## src/rtl/fetch_ctrl.sv

```systemverilog
// Instruction fetch controller: issues one instruction-memory request at a
// time, tracks the in-flight PC, and presents fetched instructions to decode
// through a registered output stage backed by a one-entry skid register.
// Redirects (pcsrc) flush the output and skid, and kill any response that is
// still outstanding so the stale instruction never reaches decode.
// Optional build macro FETCH_PERF_EN adds perf_fetch / perf_kill counters.
module fetch_ctrl #(
  parameter logic [31:0] RESET_VECTOR = 32'h0000_0000
) (
  input  logic        clk,
  input  logic        rst,
  output logic        imem_req,
  output logic [31:0] imem_addr,
  input  logic        imem_gnt,
  input  logic        imem_rvalid,
  input  logic [31:0] imem_rdata,
  input  logic        pcsrc,
  input  logic [31:0] pctarget,
  output logic [31:0] instr_d,
  output logic [31:0] pc_d,
  output logic [31:0] pc4_d,
  output logic        valid_d,
`ifdef FETCH_PERF_EN
  output logic [31:0] perf_fetch,
  output logic [31:0] perf_kill,
`endif
  input  logic        ready_d
);

  typedef enum logic [1:0] {
    IDLE = 2'd0,
    REQ  = 2'd1,
    WAIT = 2'd2,
    HOLD = 2'd3
  } state_t;

  // Address increment wraps naturally at 2^32.
  function automatic logic [31:0] pc_inc(input logic [31:0] a);
    return a + 32'd4;
  endfunction

  state_t      state, state_nxt;
  logic [31:0] pc, pc_nxt;
  logic        kill, kill_nxt;
  logic        skid_vld, skid_vld_nxt;
  logic        valid_nxt;

  logic [31:0] inflight_pc;
  logic [31:0] skid_instr;
  logic [31:0] skid_pc;

  logic        cap_inflight;
  logic        skid_ld;
  logic        out_ld;
  logic        out_sel_skid;
  logic [31:0] ld_pc;

  assign imem_req  = (state == REQ);
  assign imem_addr = pc;
  assign ld_pc     = out_sel_skid ? skid_pc : inflight_pc;

  // Next-state, PC, kill and output-register control.
  always_comb begin
    state_nxt    = state;
    pc_nxt       = pc;
    kill_nxt     = kill;
    skid_vld_nxt = skid_vld;
    valid_nxt    = valid_d;
    cap_inflight = 1'b0;
    skid_ld      = 1'b0;
    out_ld       = 1'b0;
    out_sel_skid = 1'b0;

    if (valid_d && ready_d) begin
      valid_nxt = 1'b0;
    end

    if (pcsrc) begin
      // Redirect wins over everything, including a response arriving now.
      pc_nxt       = pctarget;
      valid_nxt    = 1'b0;
      skid_vld_nxt = 1'b0;
      if ((state == WAIT && !imem_rvalid) || (state == REQ && imem_gnt)) begin
        // A response is still owed by memory: wait for it and drop it.
        kill_nxt  = 1'b1;
        state_nxt = WAIT;
      end else begin
        kill_nxt  = 1'b0;
        state_nxt = REQ;
      end
    end else begin
      case (state)
        IDLE: state_nxt = REQ;
        REQ: begin
          if (imem_gnt) begin
            cap_inflight = 1'b1;
            state_nxt    = WAIT;
          end
        end
        WAIT: begin
          if (imem_rvalid) begin
            if (kill) begin
              kill_nxt  = 1'b0;
              state_nxt = REQ;
            end else if (!valid_d || ready_d) begin
              out_ld    = 1'b1;
              valid_nxt = 1'b1;
              pc_nxt    = pc_inc(pc);
              state_nxt = REQ;
            end else begin
              skid_ld      = 1'b1;
              skid_vld_nxt = 1'b1;
              state_nxt    = HOLD;
            end
          end
        end
        HOLD: begin
          if (ready_d && skid_vld) begin
            out_ld       = 1'b1;
            out_sel_skid = 1'b1;
            valid_nxt    = 1'b1;
            skid_vld_nxt = 1'b0;
            pc_nxt       = pc_inc(pc);
            state_nxt    = REQ;
          end
        end
        default: state_nxt = IDLE;
      endcase
    end
  end

  // Control state: FSM, PC, kill flag and skid occupancy.
  always_ff @(posedge clk or negedge rst) begin
    if (!rst) begin
      state    <= IDLE;
      pc       <= RESET_VECTOR;
      kill     <= 1'b0;
      skid_vld <= 1'b0;
    end else begin
      state    <= state_nxt;
      pc       <= pc_nxt;
      kill     <= kill_nxt;
      skid_vld <= skid_vld_nxt;
    end
  end

  // In-flight PC and skid payload; qualified by FSM state and skid_vld.
  always_ff @(posedge clk) begin
    if (cap_inflight) begin
      inflight_pc <= pc;
    end
    if (skid_ld) begin
      skid_instr <= imem_rdata;
      skid_pc    <= inflight_pc;
    end
  end

  // Decode-facing output register.
  always_ff @(posedge clk or negedge rst) begin
    if (!rst) begin
      valid_d <= 1'b0;
      instr_d <= 32'h0;
      pc_d    <= 32'h0;
      pc4_d   <= 32'h0;
    end else begin
      valid_d <= valid_nxt;
      if (out_ld) begin
        instr_d <= out_sel_skid ? skid_instr : imem_rdata;
        pc_d    <= ld_pc;
        pc4_d   <= pc_inc(ld_pc);
      end
    end
  end

`ifdef FETCH_PERF_EN
  logic drop;
  assign drop = (state == WAIT) && imem_rvalid && (kill || pcsrc);

  // Performance counters: output-register loads and discarded responses.
  always_ff @(posedge clk or negedge rst) begin
    if (!rst) begin
      perf_fetch <= 32'h0;
      perf_kill  <= 32'h0;
    end else begin
      if (out_ld) perf_fetch <= perf_fetch + 32'd1;
      if (drop)   perf_kill  <= perf_kill + 32'd1;
    end
  end
`endif

endmodule

```

## config.mk

```make
export PLATFORM = sky130hd
export DESIGN_NAME = fetch_ctrl
export DESIGN_NICKNAME = d
export VERILOG_FILES = /design/src/rtl/fetch_ctrl.sv
export SDC_FILE = /design/constraint.sdc
export NUM_CORES = 1
export LEC_CHECK = 0
export ABC_CLOCK_PERIOD_IN_PS = 4100
export BUFFER_PORTS_ARGS = -buffer_cell sky130_fd_sc_hd__buf_2
export CAP_MARGIN = 10
export CORE_UTILIZATION = 56
export DETAILED_ROUTE_END_ITERATION = 12
export PLACE_DENSITY_LB_ADDON = 0.15
export SYNTH_ARGS = -nofsm -noshare
export SYNTH_HDL_FRONTEND = slang
export SYNTH_SLANG_ARGS = --single-unit
```

## constraint.sdc

```tcl
create_clock -name clk -period 4.1 [get_ports clk]
set_clock_uncertainty 0.1 [all_clocks]
set_input_delay 0.82 -clock clk [delete_from_list [all_inputs] [get_ports clk]]
set_output_delay 0.82 -clock clk [all_outputs]
set_load 0.01 [all_outputs]
```

Word level (Yosys, flattened, before mapping)
Index checks and enable logic that the tools add are counted.
{"block": "totals", "romBits": 0, "mem_bits_rw": 0, "output_inout_bits": 130, "wordCells": 87, "latchBits": 0, "regBits": 229, "in_bits": 70, "n_memories": 0}
{"block": "op_classes", "reduce_logical": 16, "multipliers": 0, "n_lt_le_gt_ge": 0, "eq_ne": 9, "bitwise_logic": 0, "div_mod_pow": 0, "shifts": 0, "n_mux": 49, "addsub": 2}
{"operator": "$mux 32", "n": 7}
{"operator": "$add 32x3->32 const B", "n": 2}
{"operator": "$pmux 32 s2", "n": 1}
{"operator": "$mux 1", "n": 30}
{"operator": "$mux 2", "n": 7}
{"operator": "$ne 3x3->1 const B", "n": 4}
{"operator": "$reduce_and 5->1", "n": 2}
{"operator": "$pmux 2 s4", "n": 1}
{"operator": "$pmux 1 s2", "n": 3}
{"operator": "$eq 2x2->1 const B", "n": 2}
{"operator": "$logic_and 1x1->1", "n": 4}
{"operator": "$reduce_bool 2->1", "n": 2}
{"operator": "$ne 3x1->1 const B", "n": 1}
{"operator": "$ne 3x2->1 const B", "n": 1}
{"operator": "$reduce_and 3->1", "n": 1}
{"operator": "$reduce_bool 3->1", "n": 1}
{"operator": "$eq 2x1->1 const B", "n": 1}
{"operator": "$logic_not 1->1", "n": 2}
{"operator": "$logic_not 2->1", "n": 1}
{"operator": "$logic_or 1x1->1", "n": 2}
{"operator": "$reduce_and 2->1", "n": 1}

Depth between registers and ports, before layout
Gate-level depths: netlist of run 1.
{"block": "depth", "word_depth": 7, "ltp_mapped": 15, "mapped_depth_nobuf": 9}

Worst setup path after synthesis of run 1
Ideal clock, no wire load.
{"block": "synth_path", "kind": "in2reg", "from": "input pcsrc", "to": "register pc4_d[30]", "setup_ns": 0.126, "path_stages": 14, "arrival_time_ns": 3.791, "path_slack_ns": 0.083, "path_buffers": 6, "path_cell_list": "and4b_1 > buf_2 > buf_2 > buf_2 > buf_2 > clkbuf_1 > nand2_1 > nand2_1 > ha_1 > or4b_1 > buf_2 > and2_4 > or3_1 > a221o_1"}
{"block": "synth_via", "elab_chain_cells": 3, "elab_cells_between_ends": 4, "classes_between": "add/sub (1); mux (3)"}
{"item": "from (decl)", "line_no": "17", "source": "input logic pcsrc,"}
{"item": "$mux 1", "line_no": "78", "source": "if (pcsrc) begin"}
{"item": "$mux 32", "line_no": "60", "source": "assign ld_pc = out_sel_skid ? skid_pc : inflight_pc;"}
{"item": "net ld_pc[3]", "line_no": "56", "source": "logic [31:0] ld_pc;"}
{"item": "$add 32x3->32", "line_no": "39", "source": "return a + 32'd4;"}
{"item": "to (signal assigned)", "line_no": "170", "source": "pc4_d <= pc_inc(ld_pc);"}
{"item": "to (decl)", "line_no": "21", "source": "output logic [31:0] pc4_d,"}
The timed path passes the listed nets, and every way through them passes these cells.
A chain may end at the register's enable or synchronous reset.

Worst setup path in the final report of run 1
{"block": "layout_path", "from": "register state[0]", "to": "register pc4_d[30]"}
{"block": "layout_via", "elab_chain_cells": 5, "elab_cells_between_ends": 8, "classes_between": "add/sub (1); eq/ne (2); mux (5)"}
{"item": "from (decl)", "line_no": "42", "source": "state_t state, state_nxt;"}
{"item": "from (signal assigned)", "line_no": "140", "source": "state <= state_nxt;"}
{"item": "$eq 2x2->1", "line_no": "92", "source": "case (state)"}
{"item": "$mux 1", "line_no": "92"}
{"item": "$mux 1", "line_no": "78"}
{"item": "$mux 32", "line_no": "60"}
{"item": "net ld_pc[2]", "line_no": "56"}
{"item": "$add 32x3->32", "line_no": "39"}
The timed path passes the listed nets, and every way through them passes these cells.

==> metrics.txt, run 1 <==
nets=about 1200; I/O pins=200; # diodes=0; most common flop cell mapped by yosys=dfrtp_1; reg2reg end=pc4_d[30]$_DFFE_PN0P_; # port buffers=199; number of enable flip-flop cells after synthesis=96; Tcrit/Tclk final=0.781; area of the multi-input gates=3960 um^2; quantity of gates resized following cts=0; Die Y-Extent=138 um; Setup WS pre-CTS=roughly 560 ps; final hold vios=0; GR peak layer=met1; Min-Delay Path Class=in2async; met2 Track Usage GR=0.393; Critical Path End Type=register; Max-Cap Viols=0; CP max FO=23; vias in the first global route=between 7000 and 8000; Yosys top cell by area=dfrtp_1; Critical Path Source Type=register; Critical Path Max Stage Delay=590 ps; CTS HTree Levels=1; setup bufs post-CTS=0; synth unique cells=64; Syn. warnings=0; routability congestion estimate=0.868; Crit path required time=around 4400 ps; Mapped Avg Cell Area=approximately 11 um^2; via count=8226; largest net degree at the start of global routing=82; Tot GR Track Use=0.261; Worst Tran Pin Value=959 ps; root buf cell=clkbuf_16; Routed WL=24700 um; power per cell area=606 nW/um^2; post-synthesis cell count=970; total nets after synthesis=around 1000; Initial Util=0.575; Seq/Total Area, Yosys=0.594; CTS tree=built; top-area cell type share of the netlist area=0.316; #FFs+latches synth=227; r2r worst-path depth=9; Fill cells=around 1400; Post-synth top cells=160 x nand2_1, 131 x dfrtp_1, 96 x edfxtp_1; delay-heaviest family, CP=simple AND/OR/NAND/NOR gates; clock transition at the registers of the reported paths=60 ps; GR Util met3=0.0364; First DRT Iteration DRCs=between 500 and 600; global-route met1 utilization=0.403; WP data arrival=around 3500 ps; VDD IR max=around 0.00035 V; wire length per cell=17.6 um; reg2reg start=state[0]$_DFFE_PN0P_; # setup viols final=0; HPWL Detailed=roughly 17000 um; Setup TNS=0 ps; Slowest-stage cell, CP=or4b_1; fraction of registers with async set/reset=0.577; slack of the critical path=~900 ps; Buf/Inv on CP=0; CTS sink count=227; synthesized area=around 10000 um^2; RSZ-0062 raised after global routing=no; ranking of synthesized cells by area=dfrtp_1 32%, edfxtp_1 28%, nand2_1 5.8%, mux2i_1 3.3%, nor2_1 2.9%; Area Overhead vs Synth=19.2%; # rows=49; r2r setup slk=~900 ps; P_leak=approximately 5.3 nW; clock tree buffer depth=3; antenna violations before repair=0; total congestion overflow=0; Residual DRC=0; Worst slew margin=0.355; CTS Buf Count=24; fmax=approximately 310 MHz; register area=a little over 6000 um^2; Die ar.=roughly 19000 um^2; outcome=completed; # hold bufs at CTS=0; Die Width=around 140 um; vias per std cell=a little under 6; Clk Latency, worst-skew pair=~520 ps; final slew viol count=0; first-pass GRT wire length=40800 um; power consumption=between 7 and 8 mW; antenna viol nets, final=0; kind of critical path=reg2reg; layout cells sized above 1=0.232; DR pass1 iterations=5; Tmin final=around 3200 ps; Core Box Area=18000 um^2; most common cell in the netlist=nand2_1; CP Cell Sequence=ha_1, and4b_4, nand2_1, nand2_1, ha_1, or4b_1, and2_4, or3_1, a221o_1
[cell usage in the layout (no fill, tap or decap), drive strengths merged, types with 3 or more instances in the layout]
master,count
or3,4
o21a,4
nand3,35
a311oi,5
o31ai,4
mux2,7
or4,4
o211ai,3
a21o,8
nor2,81
and4,16
o22ai,9
nor3,20
dfrtp,131
o21ai,58
a31oi,39
edfxtp,96
nand2,160
xnor2,10
a22oi,17
nor4,6
ha,6
clkinv,11
buf,216
clkbuf,32
or2,3
and2,15
nor2b,6
mux2i,34
o31a,4
xor2,11
a211o,3
and3,14
a211oi,6
inv,10
a21boi,5
nand4,31
a21oi,20
[kinds of logic after synthesis]
kind of cell / count (synthesis) / share of synthesized area
XOR/XNOR: 21 / 0.0177
flip-flops: 227 / 0.594
buffers and inverters: 67 / 0.0263
multiplexers: 41 / 0.0404
AO/OA/AOI/OAI: 203 / 0.127
AND/OR/NAND/NOR: 405 / 0.187
adder cells (fa/ha/maj): 6 / 0.00724
[report_power, final]
part	leakage [nW]	switching (mW)	internal, mW
registers	2.48	0.512	3.00
logic	2.44	1.11	0.860
clock network	0.369	0.870	1.14
[layout make-up]
cell class,instances,share of cell area
Inverter,9,0.00273
Multi-Input combinational cell,676,0.320
Timing Repair Buffer,216,0.0961
Clock buffer,32,0.0535
Tap cell,229,0.0232
Clock inverter,12,0.00597
Sequential cell,227,0.499
[state kept, by name, indices dropped and copies added (netlist names)]
register and flops:
skid_pc 32, imem_addr 32, kill 1, skid_vld 1, state 2, valid_d 1, skid_instr 32, pc4_d 30
pc_d 32, inflight_pc 32, instr_d 32
[stage by stage]
| step | instance area (um^2) | util | hold slack (ps) | std cells |
|---|---|---|---|---|
| 2_1_floorplan | 10400 | - | 326 | 970 |
| 3_3_place_gp | 11600 | 0.643 | 334 | 1356 |
| 3_5_place_dp | 11600 | 0.643 | 334 | 1356 |
| 4_1_cts | 12300 | 0.684 | 288 | 1400 |
| 5_1_grt | 12400 | 0.686 | 322 | 1401 |
| 6_report | 12400 | 0.686 | 259 | 1401 |
[worst max path at each step]
stage                                        to                 start  slack (ps)  cells after the start
after floorplan           pc4_d[30]$_DFFE_PN0P_                 pcsrc          80                     14
after global placement    pc4_d[30]$_DFFE_PN0P_                 pcsrc         570                      9
after detailed placement  pc4_d[30]$_DFFE_PN0P_                 pcsrc         560                      9
after CTS                 pc4_d[30]$_DFFE_PN0P_  state[0]$_DFFE_PN0P_         910                      9
after global routing      pc4_d[30]$_DFFE_PN0P_  state[0]$_DFFE_PN0P_         770                      9
final                     pc4_d[30]$_DFFE_PN0P_  state[0]$_DFFE_PN0P_         900                      9
[metal layers]
metal | wire, um | part of all wire | vias to the layer above
li1 | - | - | 3947
met1 | 11500 | 0.47 | 3909
met2 | 11100 | 0.45 | 338
met3 | 1700 | 0.069 | 32
met4 | 410 | 0.017 | 0
met5 | 0 | 0 | -
No activity file was read; power rests on OpenSTA's default activity.
==> inputs of run 2 (changes only) <==
--- a/config.mk
+++ b/config.mk
@@ -5,10 +5,11 @@
 export SDC_FILE = /design/constraint.sdc
 export NUM_CORES = 1
 export LEC_CHECK = 0
-export ABC_CLOCK_PERIOD_IN_PS = 4100
+export ABC_AREA = 1
+export ABC_CLOCK_PERIOD_IN_PS = 2800
 export BUFFER_PORTS_ARGS = -buffer_cell sky130_fd_sc_hd__buf_2
 export CAP_MARGIN = 10
-export CORE_UTILIZATION = 56
+export CORE_UTILIZATION = 51
 export DETAILED_ROUTE_END_ITERATION = 12
 export PLACE_DENSITY_LB_ADDON = 0.15
 export SYNTH_ARGS = -nofsm -noshare
==> constraint.sdc (replaced) <==
create_clock -name clk -period 2.8 [get_ports clk]
set_clock_uncertainty 0.1 [all_clocks]
set_input_delay 0.56 -clock clk [delete_from_list [all_inputs] [get_ports clk]]
set_output_delay 0.56 -clock clk [all_outputs]
set_load 0.01 [all_outputs]
==> run 2 against run 1 <==
  * Sequential cell count unchanged
  * Clock-buffer cell count down 2
  * Sequential power up 54%
  * Area after synthesis up 4.5%
  * Combinational power up 110%
  * Wire length up 3.7%
  * Register-to-register slack worse by 600 ps
  * Maximum frequency up 28%
  * Non-clock buffer count up 1
  * Highest routed layer unchanged
==> metrics.txt, run 2 <==
highest-count cells in the layout ignoring fill and taps=338 x nand2_1, 198 x buf_2, 158 x nor2_1; synth unique cells=43 (-33%); CTS sink count=227 (unchanged); final instance area=13000 um^2 (+5.0%); # rows=52 (+6.1%); Tmin final=2500 ps (-704 ps); I/O pins=200 (unchanged); Tcrit/Tclk final=0.892 (+0.111); # port buffers=199 (unchanged); Post-synth top cells=338 x nand2_1, 161 x nor2_1, 131 x dfrtp_1; CTS tree=built; Sw Share=0.360 (+0.0273); First DRT Iteration DRCs=615 (+2.7%); Die ar.=21800 um^2 (+15%); first-pass GRT wire length=42100 um (+3.2%); Clk pwr share=0.257 (-0.011); logic gate share of total power=0.322 (+0.059); largest net degree at the start of global routing=132 (+61%); number of enable flip-flop cells after synthesis=96 (unchanged); clock tree buffer depth=3 (unchanged); # diodes=0 (unchanged); commonest non-fill, non-tap cell in the layout=nand2_1; Min-Delay Path Class=in2async; post-synthesis cell count=1217 (+25%); Critical Path End Type=register; ranking of synthesized cells by area=dfrtp_1 30%, edfxtp_1 27%, nand2_1 12%, nor2_1 5.6%, nand3_1 3.5%; Mapped Avg Cell Area=8.90 um^2 (-17%); Critical Path Source Type=register; power consumption=12.9 mW (+72%); via count=8839 (+7.5%); most common flop cell mapped by yosys=dfrtp_1; outcome=completed; CTS HTree Levels=1 (unchanged); total congestion overflow=0 (unchanged); RSZ-0062 raised after global routing=no; fraction of registers with async set/reset=0.577 (unchanged); Initial Util=0.528 (-0.0466); Inst Count DP=1649 (+22%); fmax=400 MHz (+28%); final slew viol count=0 (unchanged); Placed Area=12100 um^2 (+4.7%); HPWL Detailed=17800 um (+7.2%); r2r setup slk=300 ps (-600 ps); # setup viols final=0 (unchanged); Die Y-Extent=148 um (+7.0%); top-area cell type share of the netlist area=0.303 (-0.0136); antenna violations before repair=0 (unchanged); Routed WL=25600 um (+3.7%); #FFs+latches synth=227 (unchanged); Core Box Area=20500 um^2 (+14%); Crit path required time=3100 ps (-1290 ps); antenna viol nets, final=0 (unchanged); P_leak=5.92 nW (+12%); total nets after synthesis=1293 (+24%); Layout Cells excl Fill=1692 (+21%); nets=1481 (+20%); Worst slew margin=0.480 (+0.125); CP max FO=8 (-65%); final core utilization=0.633 (-0.0528); setup bufs post-CTS=0 (unchanged); Residual DRC=0 (unchanged); final hold vios=0 (unchanged); Die Width=148 um (+7.0%); Yosys top cell by area=dfrtp_1; synthesized area=10800 um^2 (+4.5%); vias in the first global route=8163 (+5.4%); wire length per cell=15.2 um (-14%); vias per std cell=5.22 (-11%); Int Pwr=8.23 mW (+65%); DR pass1 iterations=5 (unchanged); layout cells sized above 1=0.226 (-0.00634); Max-Cap Viols=0 (unchanged); reg2reg end=pc4_d[30]$_DFFE_PN0P_; reg2reg start=state[0]$_DFFE_PN0P_; root buf cell=clkbuf_16; power per cell area=992 nW/um^2 (+64%); P_sw=4.63 mW (+86%); Area Overhead vs Synth=19.8%; Tot GR Track Use=0.239 (-0.0219); WP data arrival=2800 ps (-700 ps); VDD IR max=0.000633 V (+81%); Clk Latency, worst-skew pair=520 ps (about the same); clock transition at the registers of the reported paths=60 ps (about the same); kind of critical path=reg2reg; r2r worst-path depth=17 (+8); CTS Buf Count=24 (unchanged); most common cell in the netlist=nand2_1; routability congestion estimate=0.946 (+9.1%); Reg power frac=0.420 (-0.049); Worst Tran Pin Value=780 ps (-179 ps); Worst Hold Slack=25.8 ps (-233 ps); Syn. warnings=0 (unchanged); Seq/Total Area, Yosys=0.569 (-0.0255)
-- run 2: cell count changes in the layout (fill, tap and decap cells not counted), moves of 18 or more --
cell     change
nand3_1     +40
nand2_2     +18
nor2_1      +77
inv_1       +78
nor2_2      +18
nand2_1    +178
mux2i_1     -34
-- run 2: what timing repair did --
action                                  in CTS  in global routing
gates resized for setup                      0                  1
hold buffers                                 0                  0
endpoints found under the setup margin       0                  2
-- run 2: layer usage --
| layer | wire length (um) | share of wire | global-route usage |
|---|---|---|---|
| met5 | 0 | 0 | 0 |
| met3 | 1800 | 0.070 | 0.0346 |
| met2 | 11200 | 0.44 | 0.358 |
| met1 | 12100 | 0.47 | 0.363 |
| met4 | 555 | 0.022 | 0.0696 |
-- run 2: through the flow --
step                      TNS [ps]  setup slack (ps)
after floorplan             -41500              -648
final                            0               302
after CTS                        0               220
after detailed placement         0               113
after global routing             0              6.92
after global placement           0               181
-- run 2: cell type report --
class                           instances  area, um^2
Inverter                               96         364
Sequential cell                       227        6160
Tap cell                              270         338
Multi-Input combinational cell        839        4060
Fill cell                            1728        7520
Clock inverter                         13         161
Clock buffer                           30         664
Timing Repair Buffer                  217        1220
-- run 2: worst max-delay path, cell delays in order, from the launching register on --
cell and delay (ps):
dfrtp_1 400, ha_1 190, inv_1 70, nor2_4 170, nand2_4 120, inv_2 70, nand2_1 50, nand2_1 110
ha_1 180, inv_1 50, nor2_2 180, inv_1 80, nor2_1 150, nand2_1 140, nor2_2 150, nand2_1 70
nand2_1 60, nand3_1 60
-- run 2: worst max path at each step --
stage	end	cells after the start	slack (ps)	start
finish	pc4_d[30]$_DFFE_PN0P_	17	300	state[0]$_DFFE_PN0P_
global placement	pc4_d[30]$_DFFE_PN0P_	16	180	pcsrc
CTS	pc4_d[30]$_DFFE_PN0P_	17	220	state[0]$_DFFE_PN0P_
detailed placement	pc4_d[30]$_DFFE_PN0P_	16	110	pcsrc
floorplan	skid_instr[0]$_DFFE_PP_	6	-650	state[0]$_DFFE_PN0P_
global route	pc4_d[30]$_DFFE_PN0P_	17	7	state[0]$_DFFE_PN0P_
-- run 2: cell families (layout without fill, tap and decap cells) --
group | Yosys count | after routing | share of synthesized area
multiplexers | 1 | 1 | 0.00104
AO/OA/AOI/OAI | 155 | 155 | 0.0853
buffers and inverters | 151 | 356 | 0.0611
adder cells (fa/ha/maj) | 6 | 6 | 0.00693
AND/OR/NAND/NOR | 665 | 665 | 0.267
XOR/XNOR | 12 | 12 | 0.00971
flip-flops | 227 | 227 | 0.569
-- run 2: power groups by stage --
stage                     Combinational, mW  Clock [mW]  Sequential (mW)
after detailed placement               4.16           0             5.47
after floorplan                        2.22           0             5.69
final                                  4.15        3.31             5.40
after CTS                              4.18        3.39             5.41
after global placement                 4.07           0             5.44
after global routing                   4.66        3.52             5.55
==> inputs of run 3 (changes only) <==
--- a/config.mk
+++ b/config.mk
@@ -6,7 +6,7 @@
 export NUM_CORES = 1
 export LEC_CHECK = 0
 export ABC_AREA = 1
-export ABC_CLOCK_PERIOD_IN_PS = 2800
+export ABC_CLOCK_PERIOD_IN_PS = 2100
 export BUFFER_PORTS_ARGS = -buffer_cell sky130_fd_sc_hd__buf_2
 export CAP_MARGIN = 10
 export CORE_UTILIZATION = 51
==> constraint.sdc (replaced) <==
create_clock -name clk -period 2.1 [get_ports clk]
set_clock_uncertainty 0.1 [all_clocks]
set_input_delay 0.42 -clock clk [delete_from_list [all_inputs] [get_ports clk]]
set_output_delay 0.42 -clock clk [all_outputs]
set_load 0.01 [all_outputs]
==> run 3 against run 2 <==
  * The run now ends with negative setup slack left
  * First-iteration DRC count is 15% higher
  * Largest cell class unchanged
  * Clock-buffer cell count is 6 higher
  * Utilization is 15 points higher
  * Die area stayed put
==> metrics.txt, run 3 (synthesis results as in run 2) <==
highest-count cells in the layout ignoring fill and taps=310 x nand2_1, 198 x buf_2, 131 x dfrtp_1; largest net degree at the start of global routing=44 (-67%); vias in the first global route=9596 (+18%); fmax=426 MHz (+6.3%); Setup TNS=-12630 ps (-12630 ps); Layout Cells excl Fill=1897 (+12%); Tot GR Track Use=0.282 (+0.0426); Met2 Routed Length=16800 um (+50%); Sw Share=0.379 (+0.0188); WP data arrival=2650 ps (-150 ps); DR top layer=met4; routability congestion estimate=0.883 (-6.6%); Min-Delay Path Class=in2reg; met1 WL=13800 um (+15%); wire length per cell=18.3 um (+21%); met3 WL=2840 um (+58%); Tcrit/Tclk final=1.12 (+0.227); Worst Tran Pin Value=489 ps (-291 ps); commonest non-fill, non-tap cell in the layout=nand2_1; slack of the critical path=-250 ps (-552 ps); Routed WL=34700 um (+35%); Initial Util=0.528 (unchanged); # setup viols final=120 (+120); kind of critical path=reg2reg; Critical Path Source Type=register; vias per std cell=5.51 (+5.5%); clock transition at the registers of the reported paths=60 ps (about the same); Residual DRC=0 (unchanged); r2r setup slk=-250 ps (-550 ps); total congestion overflow=0 (unchanged); First DRT Iteration DRCs=709 (+15%); antenna viol nets, final=0 (unchanged); Crit path required time=2400 ps (-700 ps); power consumption=19.5 mW (+51%); # port buffers=199 (unchanged); Critical Path End Type=register; root buf cell=clkbuf_16; DR pass1 iterations=6 (+1); final core utilization=0.785 (+0.153); Die Width=148 um (unchanged); Die Y-Extent=148 um (unchanged); Die ar.=21800 um^2 (unchanged); Inst Count DP=1759 (+6.7%); first-pass GRT wire length=48900 um (+16%); Tmin final=2350 ps (-148 ps); P_sw=7.37 mW (+59%); Max-Cap Viols=0 (unchanged); failing checks=negative setup slack; logic gate share of total power=0.417 (+0.095); P_leak=7.30 nW (+23%); Setup WS pre-CTS=-279 ps (-392 ps); outcome=finished, violations left; Int Pwr=12.1 mW (+47%); antenna violations before repair=1 (+1); CTS Buf Count=24 (unchanged); CTS sink count=227 (unchanged); HPWL Detailed=19300 um (+8.0%); # rows=52 (unchanged); power per cell area=1210 nW/um^2 (+22%); Worst slew margin=0.674 (+0.193); I/O pins=200 (unchanged); final slew viol count=0 (unchanged); CTS tree=built; final hold vios=0 (unchanged); CTS HTree Levels=1 (unchanged); Clk pwr share=0.205 (-0.052); via count=10500 (+18%); Area Overhead vs Synth=48.6%; VDD IR max=0.000778 V (+23%); clock tree buffer depth=3 (unchanged); layout cells sized above 1=0.383 (+0.157); RSZ-0062 raised after global routing=yes; nets=1684 (+14%); CP max FO=34 (+26); Core Box Area=20500 um^2 (unchanged); Clk Latency, worst-skew pair=520 ps (about the same); Reg power frac=0.377 (-0.043)
-- run 3: cell types whose count changed in the layout (fill, tap and decap cells not counted), moves of 15 or more --
cell           delta
buf_4           +107
nor2_1           -66
nor2_4           +50
dlygate4sd3_1    +30
nand2_1          -28
buf_6            +19
buf_12           +16
nor2_2           +16
clkbuf_16        +15
-- run 3: metal layers --
metal,global-route usage,vias up
li1,-,4823
met1,0.395,4984
met2,0.458,554
met3,0.0346,90
met4,0.0902,0
met5,0,-
-- run 3: layout make-up --
| class | instances | area [um^2] |
|---|---|---|
| Clock inverter | 8 | 38.8 |
| Inverter | 96 | 373 |
| Tap cell | 270 | 338 |
| Sequential cell | 227 | 6160 |
| Clock buffer | 36 | 697 |
| Timing Repair Buffer | 420 | 3600 |
| Fill cell | 1251 | 4400 |
| Multi-Input combinational cell | 839 | 4890 |
| Antenna cell | 1 | 2.50 |
-- run 3: power groups by stage --
stage	clock (mW)	combinational (mW)	sequential [mW]
after global routing	4.20	8.76	7.49
after CTS	4.04	7.18	7.12
after floorplan	0	2.98	7.58
after global placement	0	6.21	7.13
after detailed placement	0	6.34	7.18
final	4.00	8.12	7.34
-- run 3: worst paths after layout --
| kind | start | end | cells after the start |
|---|---|---|---|
| max | state[0]$_DFFE_PN0P_ | pc4_d[22]$_DFFE_PN0P_ | 13 |
| min | imem_rdata[17] | skid_instr[17]$_DFFE_PP_ | 1 |
| max reg2reg | state[0]$_DFFE_PN0P_ | pc4_d[22]$_DFFE_PN0P_ | 13 |
| min reg2reg | inflight_pc[1]$_DFFE_PP_ | skid_pc[1]$_DFFE_PP_ | 0 |
| max in group asynchronous | rst | pc_d[7]$_DFFE_PN0P_ | 3 |
| min in group asynchronous | rst | instr_d[8]$_DFFE_PN0P_ | 2 |
-- run 3: critical path, stage by stage, from the launching register on --
cell     delay [ps]
dfrtp_1         350
ha_2            200
inv_2            50
nor2_4          180
nand2_4         130
buf_12          190
nand2_1          60
nand2_1         100
nor2_1          190
nand2_1         120
nor2_2          200
nand4_1         150
nand3_1         130
nand2_1          70
-- run 3: timing repair --
action                                  in CTS  in global routing
endpoints found under the hold margin       52                  1
pin swaps                                   25                 39
setup buffers                               22                 19
hold buffers                                29                  1
endpoints found under the setup margin     138                187
resized for setup                           99                193
cloned                                      15                 19
-- run 3: through the flow --
stage	hold WS, ps	area (um^2)
2_1_floorplan	24.4	10900
3_3_place_gp	296	13000
3_5_place_dp	289	13000
4_1_cts	1.18	15000
5_1_grt	11.8	16100
6_report	22.4	16100
